$ cat src/rtl/tcu_uop_sequencer.sv
// Purpose: expands one tensor-core MMA instruction into a (k,m,n) micro-op stream, n fastest, k slowest.
// Latency: first micro-op is valid the cycle after the instruction is accepted, then one per cycle.
// Backpressure: out_ready low freezes outputs and counters; in_ready rises only in IDLE or on the final out handshake.
module tcu_uop_sequencer #(
    parameter int NW_BITS   = 4,
    parameter int UUID_BITS = 44,
    parameter int NT        = 4,
    parameter int NR_BITS   = 5,
    parameter int STEP_W    = 4
) (
    input  logic                 clk,
    input  logic                 reset,
    input  logic                 in_valid,
    output logic                 in_ready,
    input  logic [UUID_BITS-1:0] in_uuid,
    input  logic [NW_BITS-1:0]   in_wid,
    input  logic [NT-1:0]        in_tmask,
    input  logic [NR_BITS-1:0]   in_rd,
    input  logic [3:0]           in_fmt_s,
    input  logic [3:0]           in_fmt_d,
    input  logic [STEP_W-1:0]    in_cnt_m,
    input  logic [STEP_W-1:0]    in_cnt_n,
    input  logic [STEP_W-1:0]    in_cnt_k,
    output logic                 out_valid,
    input  logic                 out_ready,
    output logic [UUID_BITS-1:0] out_uuid,
    output logic [NW_BITS-1:0]   out_wid,
    output logic [NT-1:0]        out_tmask,
    output logic [NR_BITS-1:0]   out_rd,
    output logic [3:0]           out_fmt_s,
    output logic [3:0]           out_fmt_d,
    output logic [STEP_W-1:0]    out_step_m,
    output logic [STEP_W-1:0]    out_step_n,
    output logic [STEP_W-1:0]    out_step_k,
    output logic                 out_acc_init,
    output logic                 out_first,
    output logic                 out_last,
    output logic                 busy
);

    typedef enum logic [0:0] {
        IDLE  = 1'b0,
        ISSUE = 1'b1
    } state_t;

    // Header fields carried unchanged on every micro-op of an instruction.
    typedef struct packed {
        logic [UUID_BITS-1:0] uuid;
        logic [NW_BITS-1:0]   wid;
        logic [NT-1:0]        tmask;
        logic [NR_BITS-1:0]   rd;
        logic [3:0]           fmt_s;
        logic [3:0]           fmt_d;
    } hdr_t;

    state_t             state_q, state_d;
    hdr_t               hdr_q;
    logic [STEP_W-1:0]  cnt_m_q, cnt_n_q, cnt_k_q;
    logic [STEP_W-1:0]  step_m_q, step_n_q, step_k_q;
    logic               out_fire;
    logic               load;
    logic               advance;

    assign out_valid = (state_q == ISSUE);
    assign busy      = (state_q == ISSUE);
    assign out_fire  = out_valid && out_ready;

    assign out_uuid   = hdr_q.uuid;
    assign out_wid    = hdr_q.wid;
    assign out_tmask  = hdr_q.tmask;
    assign out_rd     = hdr_q.rd;
    assign out_fmt_s  = hdr_q.fmt_s;
    assign out_fmt_d  = hdr_q.fmt_d;
    assign out_step_m = step_m_q;
    assign out_step_n = step_n_q;
    assign out_step_k = step_k_q;

    // Flags are pure functions of the registered counters, so no in_* to out_* path exists.
    assign out_first    = (step_m_q == '0) && (step_n_q == '0) && (step_k_q == '0);
    assign out_last     = (step_n_q == cnt_n_q) && (step_m_q == cnt_m_q) && (step_k_q == cnt_k_q);
    assign out_acc_init = (step_k_q == '0);

    // State register.
    always_ff @(posedge clk) begin
        if (reset) begin
            state_q <= IDLE;
        end else begin
            state_q <= state_d;
        end
    end

    // Next state, accept and step-advance decisions; in_ready may rise on the final handshake for zero-bubble chaining.
    always_comb begin
        state_d  = state_q;
        load     = 1'b0;
        advance  = 1'b0;
        in_ready = 1'b0;
        case (state_q)
            IDLE: begin
                in_ready = 1'b1;
                if (in_valid) begin
                    load    = 1'b1;
                    state_d = ISSUE;
                end
            end
            ISSUE: begin
                if (out_fire) begin
                    if (out_last) begin
                        in_ready = 1'b1;
                        if (in_valid) begin
                            load = 1'b1;
                        end else begin
                            state_d = IDLE;
                        end
                    end else begin
                        advance = 1'b1;
                    end
                end
            end
            default: state_d = IDLE;
        endcase
    end

    // Header latch and nested step counters; the last micro-op never advances, so all-ones counts cannot wrap.
    always_ff @(posedge clk) begin
        if (reset) begin
            hdr_q    <= '0;
            cnt_m_q  <= '0;
            cnt_n_q  <= '0;
            cnt_k_q  <= '0;
            step_m_q <= '0;
            step_n_q <= '0;
            step_k_q <= '0;
        end else if (load) begin
            hdr_q    <= '{uuid: in_uuid, wid: in_wid, tmask: in_tmask, rd: in_rd,
                          fmt_s: in_fmt_s, fmt_d: in_fmt_d};
            cnt_m_q  <= in_cnt_m;
            cnt_n_q  <= in_cnt_n;
            cnt_k_q  <= in_cnt_k;
            step_m_q <= '0;
            step_n_q <= '0;
            step_k_q <= '0;
        end else if (advance) begin
            if (step_n_q < cnt_n_q) begin
                step_n_q <= step_n_q + STEP_W'(1);
            end else begin
                step_n_q <= '0;
                if (step_m_q < cnt_m_q) begin
                    step_m_q <= step_m_q + STEP_W'(1);
                end else begin
                    step_m_q <= '0;
                    step_k_q <= step_k_q + STEP_W'(1);
                end
            end
        end
    end

    // A stalled micro-op must be held unchanged until the execute stage takes it.
    assert property (@(posedge clk) disable iff (reset)
        out_valid && !out_ready |=> out_valid && $stable({hdr_q, step_m_q, step_n_q, step_k_q}));

    // A new instruction may only be taken while busy on the final micro-op handshake.
    assert property (@(posedge clk) disable iff (reset)
        in_valid && in_ready && busy |-> out_fire && out_last);

endmodule

$ cat config.mk
export PLATFORM = sky130hd
export DESIGN_NAME = tcu_uop_sequencer
export DESIGN_NICKNAME = d
export VERILOG_FILES = /design/src/rtl/tcu_uop_sequencer.sv
export SDC_FILE = /design/constraint.sdc
export NUM_CORES = 1
export LEC_CHECK = 0
export ABC_AREA = 1
export ABC_CLOCK_PERIOD_IN_PS = 4000
export CORE_ASPECT_RATIO = 1.25
export CORE_MARGIN = 3
export CORE_UTILIZATION = 48
export DETAILED_ROUTE_END_ITERATION = 12
export PLACE_DENSITY = 0.86
export SLEW_MARGIN = 40
export SYNTH_ARGS = -nofsm -noshare
export SYNTH_HDL_FRONTEND = slang
export SYNTH_SLANG_ARGS = --single-unit
$ cat constraint.sdc
create_clock -name clk -period 4 [get_ports clk]
set_input_delay 1.2 -clock clk [delete_from_list [all_inputs] [get_ports clk]]
set_output_delay 1.2 -clock clk [all_outputs]
set_load 0.02 [all_outputs]
Word-level counts from Yosys, hierarchy flattened. Index checks and enable logic that the tools add are counted.

Bits in registers: 90. Latch bits: 0. RAM bits: 0. Bits in read-only memories: 0. Input port bits: 81. Output and inout bits: 83. Memories kept: 0.

Add/sub/neg operators: 3. Multipliers: 0. Div/mod/pow operators: 0. Order comparisons: 2. Eq/ne operators: 3. Shifts and indexed selects: 0. Muxes and demuxes: 15. Bitwise gates (word level): 3. Reductions and logical operators: 11.

Operators by type and width (count): $add A4 B1 Y4 const B (3); $eq A4 B4 Y1 (3); $logic_not A4 Y1 (3); $mux W1 (10); $lt A4 B4 Y1 (2); $mux W4 (2); $pmux W1 S2 (3); $logic_and A1 B1 Y1 (5); $not A1 Y1 (3); $reduce_and A3 Y1 (1); $reduce_and A2 Y1 (1); $reduce_or A2 Y1 (1).

Logic depth before layout (Yosys ltp). Gate-level depths: netlist of run 1.

Word-level depth: 7. Depth in mapped cells: 13. Mapped depth without buffers: 11.

Worst setup path after synthesis of run 1. OpenSTA, ideal clock, no wires.

Path type: register -> output. Start point: register step_n_q[0] (netlist: out_step_n[0]). End point: output out_last. Arrival time: 1.697 ns. Data required time: 2.800 ns. Path slack: 1.103 ns. Stages on the path, launching flop included: 5. Path buffers: 0. Cells stage by stage: dfxtp_1 inv_1 ha_1 nand4_1 nor4_1.

Longest elaborated chain between the ends: 3.

Ends and longest elaborated chain: from (decl) (RTL line 59) `logic [STEP_W-1:0] step_m_q, step_n_q, step_k_q;`; from (signal assigned) (RTL line 145) `step_n_q <= step_n_q + STEP_W'(1);`; $eq A4 B4 Y1 (RTL line 80) `assign out_last = (step_n_q == cnt_n_q) && (step_m_q == cnt_m_q) && (step_k_q == cnt_k_q);`; $logic_and A1 B1 Y1 (2 in series) (RTL line 80); to (decl) (RTL line 37) `output logic out_last,`.

No other way between the ends.

Worst setup path after layout of run 1.
Start point: input out_ready. End point: output in_ready.

Longest elaborated chain between the ends: 3.

Ends and longest elaborated chain: from (decl) (RTL line 25) `input logic out_ready,`; $logic_and A1 B1 Y1 (RTL line 66) `assign out_fire = out_valid && out_ready;`; $mux W1 (RTL line 107) `if (out_fire) begin`; $pmux W1 S2 (RTL line 98) `case (state_q)`; to (decl) (RTL line 14) `output logic in_ready,`.

No other way between the ends.

==> out/qor.yml, run 1 <==
clocking:
  post_cts.repair.setup_buffers: 0
  cts_buffers: 9
  cts_resized: 0
  clkSinkCount: 90
  cts_tree: "done"
  ctsHoldBuffers: 0
  clk_pin_slew_ns: 0.08
  cts-htree-levels: 3
  clock_latency_ns: 0.37
  clock_path_buffers: 2
  cts-root-buf: "clkbuf_8"
timing:
  post-route-min-period_ns: 3.78
  max_freq_mhz: 264
  setup_viol: 0
  hold_violations: 0
  tightest_slew_ns: 0.804
  slew_violations: 0
  relSlewSlack_pct: 46.4
  timing.final.crit_share_pct: 94.5
  fin_hold_ws_ns: 0.539
  rsz0062_at_grt: "no"
  fin_setup_tns_ns: 0
  fin_skew_ns: 0.0114
synthesis:
  ys_dominant_reg_cell: "dfxtp_1"
  synth_seq_area_share_pct: 40.4
  synth_top_cells_by_count: "nor2_1, nand2_1, inv_1, nand3_1, dfxtp_1"
  async_reset_ff_share_pct: 0
  synthCells: 662
  avgSynthCellArea_sq_um: 6.73
  ys_warn_count: 0
  synth.most_common_cell: "nor2_1"
  synth_nets: 757
  synth_edf_count: 0
  synth_top_cell_area_share_pct: 40.4
  post-synth-top-area-cell: "dfxtp_1"
  ys_types: 26
  ys_seq_elements: 90
  netlist_area_sq_um: 4450
  synth_area_leaders: "dfxtp_1, nor2_1, nand3_1, nand2_1, inv_1"
final_layout:
  antennaDiodeCount: 0
  drive_gt1_share_pct: 7.67
  nets: 898
  stdcell_count: 928
  post-route-util_pct: 71.1
  area_delta_synth_final_pct: 41.1
routing:
  wirelength_mm: 12.0
  ant_nets: 0
  drt_iter0_markers: 254
  via_per_inst: 4.87
  drcViolationCount: 0
  first_pass_iters: 4
  wire_per_inst_um: 13.0
  dr_total_vias: 4517
die:
  start_util_pct: 50.4
  io_pins: 164
  die_w_um: 92.2
  chipHeight_um: 114
  core_area_sq_um: 8840
  fp-row-count: 38
  die_area_sq_um: 10500
placed_design:
  port_buffers: 163
  place_congestion: 0.931
  dp_hpwl_mm: 8.35
  placed_cells_incl_taps: 912
setup_path:
  r2r_end: "out_step_n[1]"
  worstSetupStartpointType: "primary input"
  critical_path_class: "in -> out"
  r2r_setup_slack_ns: 1.59
  cp.required_ns: 2.80
  end_kind: "primary output"
  reg2reg_depth: 11
  rr_startpoint: "out_step_n[0]"
  cp_max_fo: 3
  critical_path_arrival_ns: 2.58
power_and_ir_drop:
  p_per_area_nw_per_um2: 359
  ir_drop_uv: 236
  p_leak_uw: 0.00291
  p_total_uw: 2250
status:
  outcome: "completed"
global_route:
  grt_max_degree: 78
  track_usage_pct: 23.1
  grt_pass1_vias: 4210
  grt_antenna_before_repair: 0
  grt_first_pass_wirelength_mm: 19.5
  grt-ovfl-total: 0
min_path:
  whs_endpoint: "out_uuid[6]"
  min-delay-start: "out_uuid[6]"
  min_delay_path_depth: 4
  hold_path.class: "reg -> reg"
flow_run:
  cap_violations: 0
[state kept, by name, summed over array words and instances, names as in the netlist]
signal,count
out_rd,5
cnt_k_q,4
out_step_n,4
out_uuid,44
out_step_k,4
cnt_m_q,4
out_wid,4
out_step_m,4
busy,1
cnt_n_q,4
out_tmask,4
out_fmt_s,4
out_fmt_d,4
[cells by family after synthesis]
kind of cell | after synthesis | synth area share [%]
xor gates and xnor gates | 7 | 1.38
and+or+nand+nor | 397 | 38.9
AOI/OAI and AO/OA | 18 | 2.08
buffers and inverters | 136 | 13.3
DFF | 90 | 40.4
adders and majority gates | 14 | 3.93
[power by group]
group,internal [uW],total (uW),leakage [uW],switching [uW]
registers,963,998,0.000743,35.3
clock network,358,672,0.000110,314
logic,270,584,0.00205,314
[metal layers]
layer  global-route usage [%]  wire [um]  vias to the layer above
li1                         -          -                     2289
met1                     26.7       4730                     2042
met2                     38.5       5940                      164
met3                     7.98       1070                       22
met4                     10.2        287                        0
met5                        0          0                        -
[cells in the final DEF (no fill, tap or decap)]
cell	Yosys	final
a21oi_1	14	14
and3_1	1	1
buf_4	1	4
bufinv_16	0	1
clkbuf_1	10	2
clkbuf_8	0	13
clkdlybuf4s50_1	0	163
dfxtp_1	90	90
ha_1	14	14
inv_1	91	91
inv_2	7	8
nand2_1	117	117
nand2_2	2	1
nand2_8	0	1
nand3_1	91	91
nand4_1	10	10
nand4_4	0	1
nor2_1	140	140
nor2_2	32	32
nor3_1	1	1
nor4_1	1	1
o21ai_0	3	3
o21bai_1	1	1
or2_2	0	1
xnor2_1	3	3
xor2_1	4	4
[worst max path at each step]
| stage | from | to | slack [ns] | cells past startpoint |
|---|---|---|---|---|
| after floorplan | out_step_n[0] | out_last | 1.10 | 4 |
| after global placement | out_ready | in_ready | 0.28 | 4 |
| after detailed placement | out_ready | in_ready | 0.22 | 4 |
| after CTS | out_ready | in_ready | 0.22 | 4 |
| after global routing | out_ready | in_ready | 0.19 | 4 |
| final | out_ready | in_ready | 0.22 | 4 |
[through the flow]
stage                     instance area [sq um]  setup WS [ns]
final                                      6280          0.219
after global routing                       6280          0.186
after CTS                                  6280          0.217
after detailed placement                   6070          0.219
after global placement                     6060          0.276
after floorplan                            4450           1.10
[layout make-up]
type | count | area [sq um]
well taps | 120 | 150
multi-input cells | 436 | 2080
clock inverters | 1 | 30.0
inverters | 99 | 372
flip-flops and latches | 90 | 1800
repair buffers | 167 | 1660
clock buffers | 15 | 186
fillers | 731 | 2560
[worst max-delay path: stages]
cell and delay, ns:
clkdlybuf4s50_1 0.48, nand4_1 0.12, nand2_2 0.15, clkdlybuf4s50_1 0.63
No activity file was read; power rests on OpenSTA's default activity.
==> inputs of run 2 (changes only) <==
--- a/config.mk
+++ b/config.mk
@@ -11,6 +11,7 @@
 export CORE_MARGIN = 3
 export CORE_UTILIZATION = 48
 export DETAILED_ROUTE_END_ITERATION = 12
+export GPL_ROUTABILITY_DRIVEN = 0
 export PLACE_DENSITY = 0.86
 export SLEW_MARGIN = 40
 export SYNTH_ARGS = -nofsm -noshare
==> results of run 2 <==
No change in the layout: final DEF, timing and power equal those of run 1.
==> inputs of run 3 (changes only) <==
--- a/config.mk
+++ b/config.mk
@@ -7,12 +7,12 @@
 export LEC_CHECK = 0
 export ABC_AREA = 1
 export ABC_CLOCK_PERIOD_IN_PS = 4000
-export CORE_ASPECT_RATIO = 1.25
+export CORE_ASPECT_RATIO = 0.5
 export CORE_MARGIN = 3
 export CORE_UTILIZATION = 48
 export DETAILED_ROUTE_END_ITERATION = 12
 export GPL_ROUTABILITY_DRIVEN = 0
-export PLACE_DENSITY = 0.86
+export PLACE_DENSITY = 0.85
 export SLEW_MARGIN = 40
 export SYNTH_ARGS = -nofsm -noshare
 export SYNTH_HDL_FRONTEND = slang
==> run 3 against run 2 <==
Net effect: clock-buffer cell count fell by 5; setup slack improved by 0.012 ns; hold slack got worse by 0.0012 ns; register-to-register slack got worse by 0.05 ns; clock power rose by 42%; critical path type unchanged.
==> out/qor.yml, run 3 (synthesized netlist as in run 1, its figures left out) <==
status:
  outcome: "completed"
setup_path:
  critical_path_class: "in -> out"
  cp.required_ns: 2.80
  end_kind: "primary output"
  r2r_end: "out_step_n[1]"
  reg2reg_depth: 11
  rr_startpoint: "out_step_n[0]"
  startpoint: "out_ready"
  cp_max_fo: 3
  worstSetupStartpointType: "primary input"
  critical_path_arrival_ns: 2.57
  r2r_setup_slack_ns: 1.54
timing:
  rsz0062_at_grt: "no"
  timing.final.crit_share_pct: 94.2
  hold_violations: 0
  relSlewSlack_pct: 55.7
  max_freq_mhz: 265
  tightest_slew_ns: 0.665
  setup_viol: 0
  fin_skew_ns: 0.00595
  fin_setup_tns_ns: 0
  fin_hold_ws_ns: 0.538
  slew_violations: 0
  post-route-min-period_ns: 3.77
  setup_slack_ns: 0.230
routing:
  via_per_inst: 4.79
  ant_nets: 0
  wire_per_inst_um: 13.0
  first_pass_iters: 4
  dr_total_vias: 4434
  drt_iter0_markers: 287
  wirelength_mm: 12.1
  drcViolationCount: 0
die:
  core_area_sq_um: 8860
  die_area_sq_um: 10500
  chipHeight_um: 74.1
  fp-row-count: 24
  die_w_um: 142
  io_pins: 164
  start_util_pct: 50.3
global_route:
  grt_first_pass_wirelength_mm: 18.9
  track_usage_pct: 22.1
  grt_pass1_vias: 4027
  grt-ovfl-total: 0
  grt_antenna_before_repair: 0
  grt_max_degree: 78
clocking:
  post_cts.repair.setup_buffers: 0
  cts_resized: 0
  cts_buffers: 9
  clock_latency_ns: 0.34
  cts-htree-levels: 3
  cts_tree: "done"
  clock_path_buffers: 2
  cts-root-buf: "clkbuf_16"
  clkSinkCount: 90
  ctsHoldBuffers: 0
  clk_pin_slew_ns: 0.06
final_layout:
  nFillCells: 718
  largest_register_ffs: 44
  mostFrequentLayoutCells: "clkdlybuf4s50_1, nor2_1, nand2_1"
  drive_gt1_share_pct: 7.80
  antennaDiodeCount: 0
  area_delta_synth_final_pct: 43.8
  layout_commonest_cell: "clkdlybuf4s50_1"
  register_area_sq_um: 1800
  nets: 899
  multi_input_area_sq_um: 2080
power_and_ir_drop:
  p_total_uw: 2540
  p_per_area_nw_per_um2: 396
  ir_drop_uv: 226
  p_leak_uw: 0.00296
min_path:
  min-delay-start: "out_fmt_d[0]"
  min_delay_path_depth: 4
  hold_path.class: "reg -> reg"
  whs_endpoint: "out_fmt_d[0]"
placed_design:
  dp_hpwl_mm: 8.05
  port_buffers: 163
  post-place-ws_ns: 0.223
flow_run:
  cap_violations: 0
[run 3: area by class of cell]
type / count / share of cell area (%)
multi-input combinational: 436 / 32.5
sequential: 90 / 28.1
timing repair buffer: 168 / 26.1
inverter: 99 / 5.80
clock buffer: 10 / 3.57
tap: 117 / 2.29
clock inverter: 5 / 1.62
[run 3: critical path: stages]
cell and delay, ns:
clkdlybuf4s50_1 0.48, nand4_1 0.12, nand2_2 0.15, clkdlybuf4s50_1 0.63
[run 3: per-stage QoR]
| stage | instance area, sq um | utilization [%] | std cells |
|---|---|---|---|
| 2_1_floorplan | 4450 | - | 662 |
| 3_3_place_gp | 6060 | 68.4 | 910 |
| 3_5_place_dp | 6070 | 68.5 | 910 |
| 4_1_cts | 6400 | 72.3 | 925 |
| 5_1_grt | 6400 | 72.3 | 925 |
| 6_report | 6400 | 72.3 | 925 |
[run 3: report_power, final]
part	total, uW	switching [uW]	internal (uW)	leakage (uW)
logic	585	315	270	0.00206
clock network	954	347	607	0.000163
registers	999	34.8	964	0.000743
[run 3: how the worst max path moves through the flow]
stage	end	slack, ns	depth (start not counted)
global route	in_ready	0.18	4
finish	in_ready	0.23	4
global placement	in_ready	0.27	4
floorplan	out_last	1.10	4
CTS	in_ready	0.22	4
detailed placement	in_ready	0.22	4
[run 3: metal layers]
layer	GRT usage, %	routed length, um	vias to the layer above
met4	8.19	246	0
met3	5.84	751	23
met2	37.2	5740	128
li1	-	-	2295
met5	0	0	-
met1	27.9	5330	1988
